<file path="src/rtl/clock_input_pkg.sv">
// -----------------------------------------------------------------------------
// clock_input_pkg
//   Shared definitions for the clock front-panel input conditioner.
//   Contents:
//     - default timing constants for debounce and key auto-repeat
//     - channel counts and key bit indices (KEY0 = alarm reset, no repeat)
//     - auto-repeat FSM state type
//     - cnt_width(): width of a counter that must hold values 0..n-1
// -----------------------------------------------------------------------------
package clock_input_pkg;

  // Default timing for a 50 MHz clock: 5 ms debounce, 0.5 s repeat delay,
  // 0.1 s repeat period.
  localparam int DEF_DEBOUNCE_CYCLES = 250000;
  localparam int DEF_REPEAT_DELAY    = 25000000;
  localparam int DEF_REPEAT_PERIOD   = 5000000;

  localparam int NUM_SW  = 4;
  localparam int NUM_KEY = 3;

  // Bit positions inside key_raw / key_db / key_press.
  localparam int KEY0 = 0;
  localparam int KEY2 = 1;
  localparam int KEY3 = 2;

  // Keys that auto-repeat while held. KEY0 clears the alarm and must fire once.
  localparam logic [NUM_KEY-1:0] KEY_REPEAT_MASK =
    (NUM_KEY'(1) << KEY2) | (NUM_KEY'(1) << KEY3);

  typedef enum logic [1:0] {
    RPT_IDLE   = 2'd0,
    RPT_DELAY  = 2'd1,
    RPT_REPEAT = 2'd2
  } rpt_state_e;

  // Counter width able to hold 0..n-1, never narrower than one bit.
  function automatic int cnt_width(input int n);
    return (n > 1) ? $clog2(n) : 1;
  endfunction

endpackage

</file>
<file path="src/rtl/input_conditioner_debounce_cell.sv">
// -----------------------------------------------------------------------------
// debounce_cell
//   One-bit input conditioner: 2-flop synchronizer followed by a stability
//   counter. The debounced level follows the synchronized input only after the
//   input has differed from it for DEBOUNCE_CYCLES consecutive cycles.
//
//   Parameters:
//     DEBOUNCE_CYCLES  stable cycles needed to accept a new level (>= 2)
//     IDLE_LEVEL       inactive level, used as the reset value everywhere
//   Ports:
//     clk      in   clock
//     reset    in   asynchronous active-high reset
//     raw      in   asynchronous input
//     level    out  debounced level
//     flip     out  high in the cycle whose closing edge updates level
//     changed  out  high for the first cycle level shows a new value
// -----------------------------------------------------------------------------
module debounce_cell
  import clock_input_pkg::*;
#(
  parameter int   DEBOUNCE_CYCLES = DEF_DEBOUNCE_CYCLES,
  parameter logic IDLE_LEVEL      = 1'b0
) (
  input  logic clk,
  input  logic reset,
  input  logic raw,
  output logic level,
  output logic flip,
  output logic changed
);

  localparam int               CNT_W    = cnt_width(DEBOUNCE_CYCLES);
  localparam logic [CNT_W-1:0] CNT_LAST = CNT_W'(DEBOUNCE_CYCLES - 1);

  logic             sync_meta;
  logic             sync_q;
  logic [CNT_W-1:0] cnt_q;
  logic             differ;

  // NOTE: synchronizer flops reset to the idle level, so leaving reset with the
  // input already idle never looks like an edge to the counter.
  always_ff @(posedge clk or posedge reset) begin
    if (reset) begin
      sync_meta <= IDLE_LEVEL;
      sync_q    <= IDLE_LEVEL;
    end else begin
      // NOTE: non-blocking assignments keep these two real pipeline stages;
      // blocking ones would let sync_q see this cycle's sync_meta and collapse
      // the synchronizer to a single flop.
      sync_meta <= raw;
      sync_q    <= sync_meta;
    end
  end

  assign differ = sync_q ^ level;

  // The counter has already seen DEBOUNCE_CYCLES-1 differing cycles; this is
  // the last one, so the level is accepted on the closing edge.
  assign flip = differ && (cnt_q == CNT_LAST);

  // The counter only runs while differing and is cleared when it reaches
  // CNT_LAST, so it can never wrap.
  always_ff @(posedge clk or posedge reset) begin
    if (reset) begin
      cnt_q   <= '0;
      level   <= IDLE_LEVEL;
      changed <= 1'b0;
    end else begin
      changed <= flip;
      if (!differ || flip) begin
        cnt_q <= '0;
      end else begin
        cnt_q <= cnt_q + CNT_W'(1);
      end
      if (flip) begin
        level <= sync_q;
      end
    end
  end

endmodule

</file>
<file path="src/rtl/input_conditioner.sv">
// -----------------------------------------------------------------------------
// input_conditioner
//   Debounces the four slide switches and three pushbuttons of the clock front
//   panel and turns key presses into single-cycle pulses. With
//   INPUT_AUTO_REPEAT_EN defined, KEY2 and KEY3 also auto-repeat while held;
//   KEY0 (alarm reset) never repeats. Without the macro no repeat logic exists.
//
//   Configuration macro: INPUT_AUTO_REPEAT_EN
//
//   Parameters:
//     DEBOUNCE_CYCLES  stable cycles to accept a new level (>= 2)
//     REPEAT_DELAY     cycles from press pulse to first repeat pulse
//     REPEAT_PERIOD    cycles between later repeat pulses
//   Ports:
//     clk        in   [1]  clock
//     reset      in   [1]  asynchronous active-high reset
//     sw_raw     in   [4]  {sw4,sw3,sw2,sw1}, active-high, asynchronous
//     key_raw    in   [3]  {key3,key2,key0}, active-low, asynchronous
//     sw_db      out  [4]  debounced switches, active-high
//     key_db     out  [3]  debounced keys, active-low
//     key_press  out  [3]  single-cycle press / repeat pulses, active-high
// -----------------------------------------------------------------------------
module input_conditioner
  import clock_input_pkg::*;
#(
  parameter int DEBOUNCE_CYCLES = DEF_DEBOUNCE_CYCLES,
  parameter int REPEAT_DELAY    = DEF_REPEAT_DELAY,
  parameter int REPEAT_PERIOD   = DEF_REPEAT_PERIOD
) (
  input  logic               clk,
  input  logic               reset,
  input  logic [NUM_SW-1:0]  sw_raw,
  input  logic [NUM_KEY-1:0] key_raw,
  output logic [NUM_SW-1:0]  sw_db,
  output logic [NUM_KEY-1:0] key_db,
  output logic [NUM_KEY-1:0] key_press
);

  // Switch cells only supply their level; the event outputs have no consumer.
  logic [NUM_SW-1:0]  sw_flip_unused;
  logic [NUM_SW-1:0]  sw_changed_unused;

  logic [NUM_KEY-1:0] key_flip;
  logic [NUM_KEY-1:0] key_changed;
  logic [NUM_KEY-1:0] press;

  for (genvar i = 0; i < NUM_SW; i++) begin : g_sw
    debounce_cell #(
      .DEBOUNCE_CYCLES (DEBOUNCE_CYCLES),
      .IDLE_LEVEL      (1'b0)
    ) u_cell (
      .clk     (clk),
      .reset   (reset),
      .raw     (sw_raw[i]),
      .level   (sw_db[i]),
      .flip    (sw_flip_unused[i]),
      .changed (sw_changed_unused[i])
    );
  end

  for (genvar i = 0; i < NUM_KEY; i++) begin : g_key
    debounce_cell #(
      .DEBOUNCE_CYCLES (DEBOUNCE_CYCLES),
      .IDLE_LEVEL      (1'b1)
    ) u_cell (
      .clk     (clk),
      .reset   (reset),
      .raw     (key_raw[i]),
      .level   (key_db[i]),
      .flip    (key_flip[i]),
      .changed (key_changed[i])
    );
  end

  // A key change that leaves the key at 0 is a press; a change back to 1 is a
  // release and produces nothing. The pulse lines up with the first cycle
  // key_db reads 0.
  assign press = key_changed & ~key_db;

`ifdef INPUT_AUTO_REPEAT_EN

  localparam int RPT_MAX = (REPEAT_DELAY > REPEAT_PERIOD) ? REPEAT_DELAY
                                                          : REPEAT_PERIOD;
  localparam int               RPT_W       = cnt_width(RPT_MAX);
  localparam logic [RPT_W-1:0] DELAY_LAST  = RPT_W'(REPEAT_DELAY - 1);
  localparam logic [RPT_W-1:0] PERIOD_LAST = RPT_W'(REPEAT_PERIOD - 1);

  logic [NUM_KEY-1:0] rpt_pulse;

  for (genvar i = 0; i < NUM_KEY; i++) begin : g_rpt
    if (KEY_REPEAT_MASK[i]) begin : g_on
      rpt_state_e       state_q;
      rpt_state_e       state_d;
      logic [RPT_W-1:0] cnt_q;
      logic [RPT_W-1:0] cnt_d;
      logic             pulse;

      always_ff @(posedge clk or posedge reset) begin
        if (reset) begin
          state_q <= RPT_IDLE;
          cnt_q   <= '0;
        end else begin
          state_q <= state_d;
          cnt_q   <= cnt_d;
        end
      end

      // cnt_q reads j-1 in the j-th cycle after entering DELAY or REPEAT, so
      // a pulse at cnt_q == LAST lands exactly REPEAT_DELAY / REPEAT_PERIOD
      // cycles after the previous pulse. key_flip in DELAY/REPEAT means the
      // key is released on the closing edge: the FSM drops to IDLE on that
      // same edge. key_db is still 0 in that cycle, so a pulse due then fires.
      always_comb begin
        // NOTE: every output of this block gets a default first, so no path
        // leaves one unassigned and no latch is inferred.
        state_d = state_q;
        cnt_d   = cnt_q;
        pulse   = 1'b0;
        unique case (state_q)
          RPT_IDLE: begin
            if (press[i]) begin
              state_d = RPT_DELAY;
              cnt_d   = '0;
            end
          end
          RPT_DELAY: begin
            if (cnt_q == DELAY_LAST) begin
              pulse   = 1'b1;
              state_d = RPT_REPEAT;
              cnt_d   = '0;
            end else begin
              cnt_d = cnt_q + RPT_W'(1);
            end
            if (key_flip[i]) begin
              state_d = RPT_IDLE;
              cnt_d   = '0;
            end
          end
          RPT_REPEAT: begin
            if (cnt_q == PERIOD_LAST) begin
              pulse = 1'b1;
              cnt_d = '0;
            end else begin
              cnt_d = cnt_q + RPT_W'(1);
            end
            if (key_flip[i]) begin
              state_d = RPT_IDLE;
              cnt_d   = '0;
            end
          end
          default: begin
            state_d = RPT_IDLE;
            cnt_d   = '0;
          end
        endcase
      end

      assign rpt_pulse[i] = pulse;
    end else begin : g_off
      logic unused_flip;
      assign unused_flip  = key_flip[i];
      assign rpt_pulse[i] = 1'b0;
    end
  end

  assign key_press = press | rpt_pulse;

`else

  // Repeat timing and release events have no consumer in this build.
  logic unused_repeat_cfg;
  assign unused_repeat_cfg = ^{key_flip, 32'(REPEAT_DELAY), 32'(REPEAT_PERIOD)};

  assign key_press = press;

`endif

endmodule
</file>
<file path="config.mk">
export PLATFORM = sky130hd
export DESIGN_NAME = input_conditioner
export DESIGN_NICKNAME = d
export VERILOG_FILES = /design/src/rtl/clock_input_pkg.sv /design/src/rtl/input_conditioner_debounce_cell.sv /design/src/rtl/input_conditioner.sv
export SDC_FILE = /design/constraint.sdc
export NUM_CORES = 1
export LEC_CHECK = 0
export CORE_UTILIZATION = 60
export CTS_CLUSTER_SIZE = 25
export DETAILED_ROUTE_END_ITERATION = 16
export PLACE_DENSITY = 0.78
export SYNTH_ARGS = -nofsm -noshare
export SYNTH_HDL_FRONTEND = slang
export SYNTH_SLANG_ARGS = --single-unit
</file>
<file path="constraint.sdc">
create_clock -name clk -period 16 [get_ports clk]
set_clock_uncertainty 0.2 [all_clocks]
set_input_delay 3.2 -clock clk [delete_from_list [all_inputs] [get_ports clk]]
set_output_delay 3.2 -clock clk [all_outputs]
set_load 0.005 [all_outputs]
</file>
==> summary.md <==
| Metric | Value |
|---|---|
| Status | completed |
| Area grow syn2layout | 12.11% |
| Maxcap violations | 0 |
| Final HPWL DP | between 8 and 9 mm |
| Synthesized net count | between 700 and 800 |
| Max_slew headroom | between 20% and 30% |
| Port-buffer cells | 18 |
| Fill cells | approximately 830 |
| Cell with the most instances after synthesis | dfrtp_1 |
| Mapped Cells | a little over 700 |
| Reg2Reg Launch Point | g_key[0].u_cell.cnt_q[0] |
| Yosys reg bits | 150 |
| Global-route wire length before repair | around 23 mm |
| Largest net degree at the start of global routing | between 80 and 90 |
| Detailed Routing Iterations Pass 1 | 5 |
| Yosys warns | 0 |
| Drt via density | 5.794 |
| Via count | approximately 5,100 |
| Post-synth EDFFs | 0 |
| RSZ-0062 raised after global routing | false |
| Worst setup EP type | primary output |
| GR Overflow Total | 0 |
| Final hold viol count | 0 |
| Global-route total usage across every layer | 22.73% |
| Total CTS buffers | 17 |
| VDD IR-drop max | ~0.077 mV |
| CP max stage cell | dfstp_2 |
| GP Congestion | ~0.86 |
| Initial antenna violation count | 0 |
| Post-route cell area | between 8000 and 9000 sq um |
| I/O Pins | 19 |
| Min-Delay Path Class | reg -> reg |
| FFs w/ async S/R, synth | 100.0% |
| Placed insts | 847 |
| Synth top area cells | dfrtp_1 (49%), xnor2_1 (7.5%), nor2_1 (6.6%), xor2_1 (5.0%), nand4_1 (4.1%) |
| Sum Neg Setup Slack | 0 ns |
| Critical path launch point type | register |
| Syn avg cell area | between 10 and 15 sq um |
| Required time of the worst setup path | around 13 ns |
| Post-DRT Antenna Nets | 0 |
| Static leakage | 3.258 nW |
| CP Data Arrival Time | 1.49 ns |
| H-Tree Level Count | 4 |
| Crit path max-delay family | flip-flops |
| Worst-skew pair later-pin latency | between 0.4 and 0.5 ns |
| WL per Instance | between 10 and 15 um |
| Fmax | around 200 MHz |
| WP buf/inv | 1 |
| Post_cts resized | 0 |
| Layout cells sized above 1 | under 10% |
| Fin crit period | 4.889 ns |
| DRC viols | 0 |
| Setup crit start | g_key[0].u_cell.level |
| CP max stage delay | ~0.56 ns |
| Clock sinks | 150 |
| Crit path max fanout | 4 |
| Post-synth top cells | dfrtp_1 (141), nor2_1 (125), xnor2_1 (61), nand4_1 (47) |
| Number of global-route vias before repair | 5,008 |
| Clock tree root buffer cell | clkbuf_16 |
| Routed wire length | 12.52 mm |
| Core area | 11,520 sq um |
| Die ar. | between 10,000 and 15,000 sq um |
| Initial Util | between 60 and 70% |
| Critical-path cell list | clkdlybuf4s50_1 |
| Iteration-0 DRC Markers | between 400 and 500 |
| Most common flop cell mapped by yosys | dfrtp_1 |
| Leading area contributor after synthesis | dfrtp_1 |
| Post-CTS Setup Bufs | 0 |
| Worst slew pin tran | 1.186 ns |
| Synthesized area | about 7100 sq um |
| Fin cells | 878 |
| Height of the die | 111.2 um |
| Ant diodes | 0 |
| Sequential share of the synthesized area | between 50% and 60% |
| Final setup violation count | 0 |
| Register-to-register setup slack | roughly 13 ns |
| Clock slew at reported path FFs | roughly 0.06 ns |
| Pins Over Slew Limit | 0 |
| Synth cell types | 37 |
| Row count | 39 |
| Critical setup path kind | reg -> out |
| Hold Buf Count CTS | 0 |
| CTS tree | yes |
| Die W | ~110 um |
| Power Density | between 100 and 150 nW/um^2 |
| Area fraction of the dominant cell type after synthesis | 49.36% |
| CTS max path bufs | 2 |
| Fin nets | ~740 |
| Period utilization | 30.56% |
| Cell Area, Placed | approximately 7400 sq um |
| Hold path startpoint | g_sw[3].u_cell.sync_meta |
## state kept, by name, indices dropped and copies added, names as in the netlist
name                    cells
g_key.u_cell.sync_meta      3
g_sw.u_cell.sync_q          4
g_key.u_cell.level          3
g_key.u_cell.sync_q         3
g_sw.u_cell.cnt_q          72
g_key.u_cell.changed        3
g_sw.u_cell.level           4
g_sw.u_cell.sync_meta       4
g_key.u_cell.cnt_q         54
## through the flow
step	hold WS, ns	setup WS (ns)	total power [W]	util (%)
after floorplan	0.1312	8.579	0.0004144	-
after global placement	0.1323	10.63	0.0004210	64.29
after detailed placement	0.1395	10.59	0.0004224	64.29
after CTS	0.1527	11.03	0.0008303	69.59
after global routing	0.1628	10.80	0.0008508	69.59
final	0.1483	11.11	0.0008230	69.59
## final cells by class
class / instances / area [sq um] / share of cell area [%]
Clock buffer: 24 / 491.7 / 6.136
Clock inverter: 7 / 118.9 / 1.483
Inverter: 20 / 80.08 / 0.9992
Multi-Input combinational cell: 513 / 3177 / 39.64
Sequential cell: 150 / 3765 / 46.98
Tap cell: 143 / 178.9 / 2.233
Timing Repair Buffer: 21 / 202.7 / 2.529
## power by group
part / switching [W] / internal, W / total (W)
registers: 0.00000560 / 0.000386 / 0.000392
clock network: 0.000147 / 0.000261 / 0.000408
logic: 0.0000160 / 0.00000721 / 0.0000232
total: 0.000168 / 0.000654 / 0.000823
## kinds of logic (layout without fill, tap and decap cells)
logic type / Yosys count / in the layout / share of synthesized area (%)
AO/OA/AOI/OAI: 40 / 40 / 3.658
XOR/XNOR: 102 / 102 / 12.50
adder cells (fa/ha/maj): 7 / 7 / 1.225
buffers and inverters: 43 / 72 / 2.888
flip-flops: 150 / 150 / 52.67
multiplexers: 7 / 7 / 1.103
AND/OR/NAND/NOR: 357 / 357 / 25.96
## worst paths after layout
kind	end	cells past startpoint
setup / recovery	key_db[0]	1
hold / removal	g_sw[3].u_cell.sync_q	0
setup reg to reg	g_key[0].u_cell.cnt_q[9]	5
hold reg to reg	g_sw[3].u_cell.sync_q	0
max in group asynchronous	g_key[0].u_cell.cnt_q[15]	3
min in group asynchronous	g_key[0].u_cell.cnt_q[1]	2
## per-layer routing
metal	track usage, %	vias to the layer above	part of all wire (%)
li1	-	2501	-
met1	29.05	2507	46
met2	37.65	74	50
met3	5.796	5	3.2
met4	8.108	0	0.45
met5	0	-	0
## cells in the final DEF, fill, tap and decap left out, types with 4 or more instances in the layout
master	netlist	routed
a21oi_1	16	16
and2_1	6	6
and3_1	13	13
and4_1	14	14
clkbuf_16	0	17
clkbuf_8	0	4
clkdlybuf4s50_1	0	18
dfrtp_1	141	141
dfstp_2	9	9
ha_1	7	7
inv_1	20	19
mux2_2	7	7
nand2_1	27	27
nand3_1	41	41
nand4_1	47	47
nor2_1	125	125
nor2b_1	8	8
nor3_1	18	18
nor4_1	24	24
o21ai_0	11	11
o31ai_1	5	5
or3_1	13	13
or4_1	9	9
xnor2_1	61	61
xor2_1	41	41
Note: power is estimated with default switching activity, not from simulation.
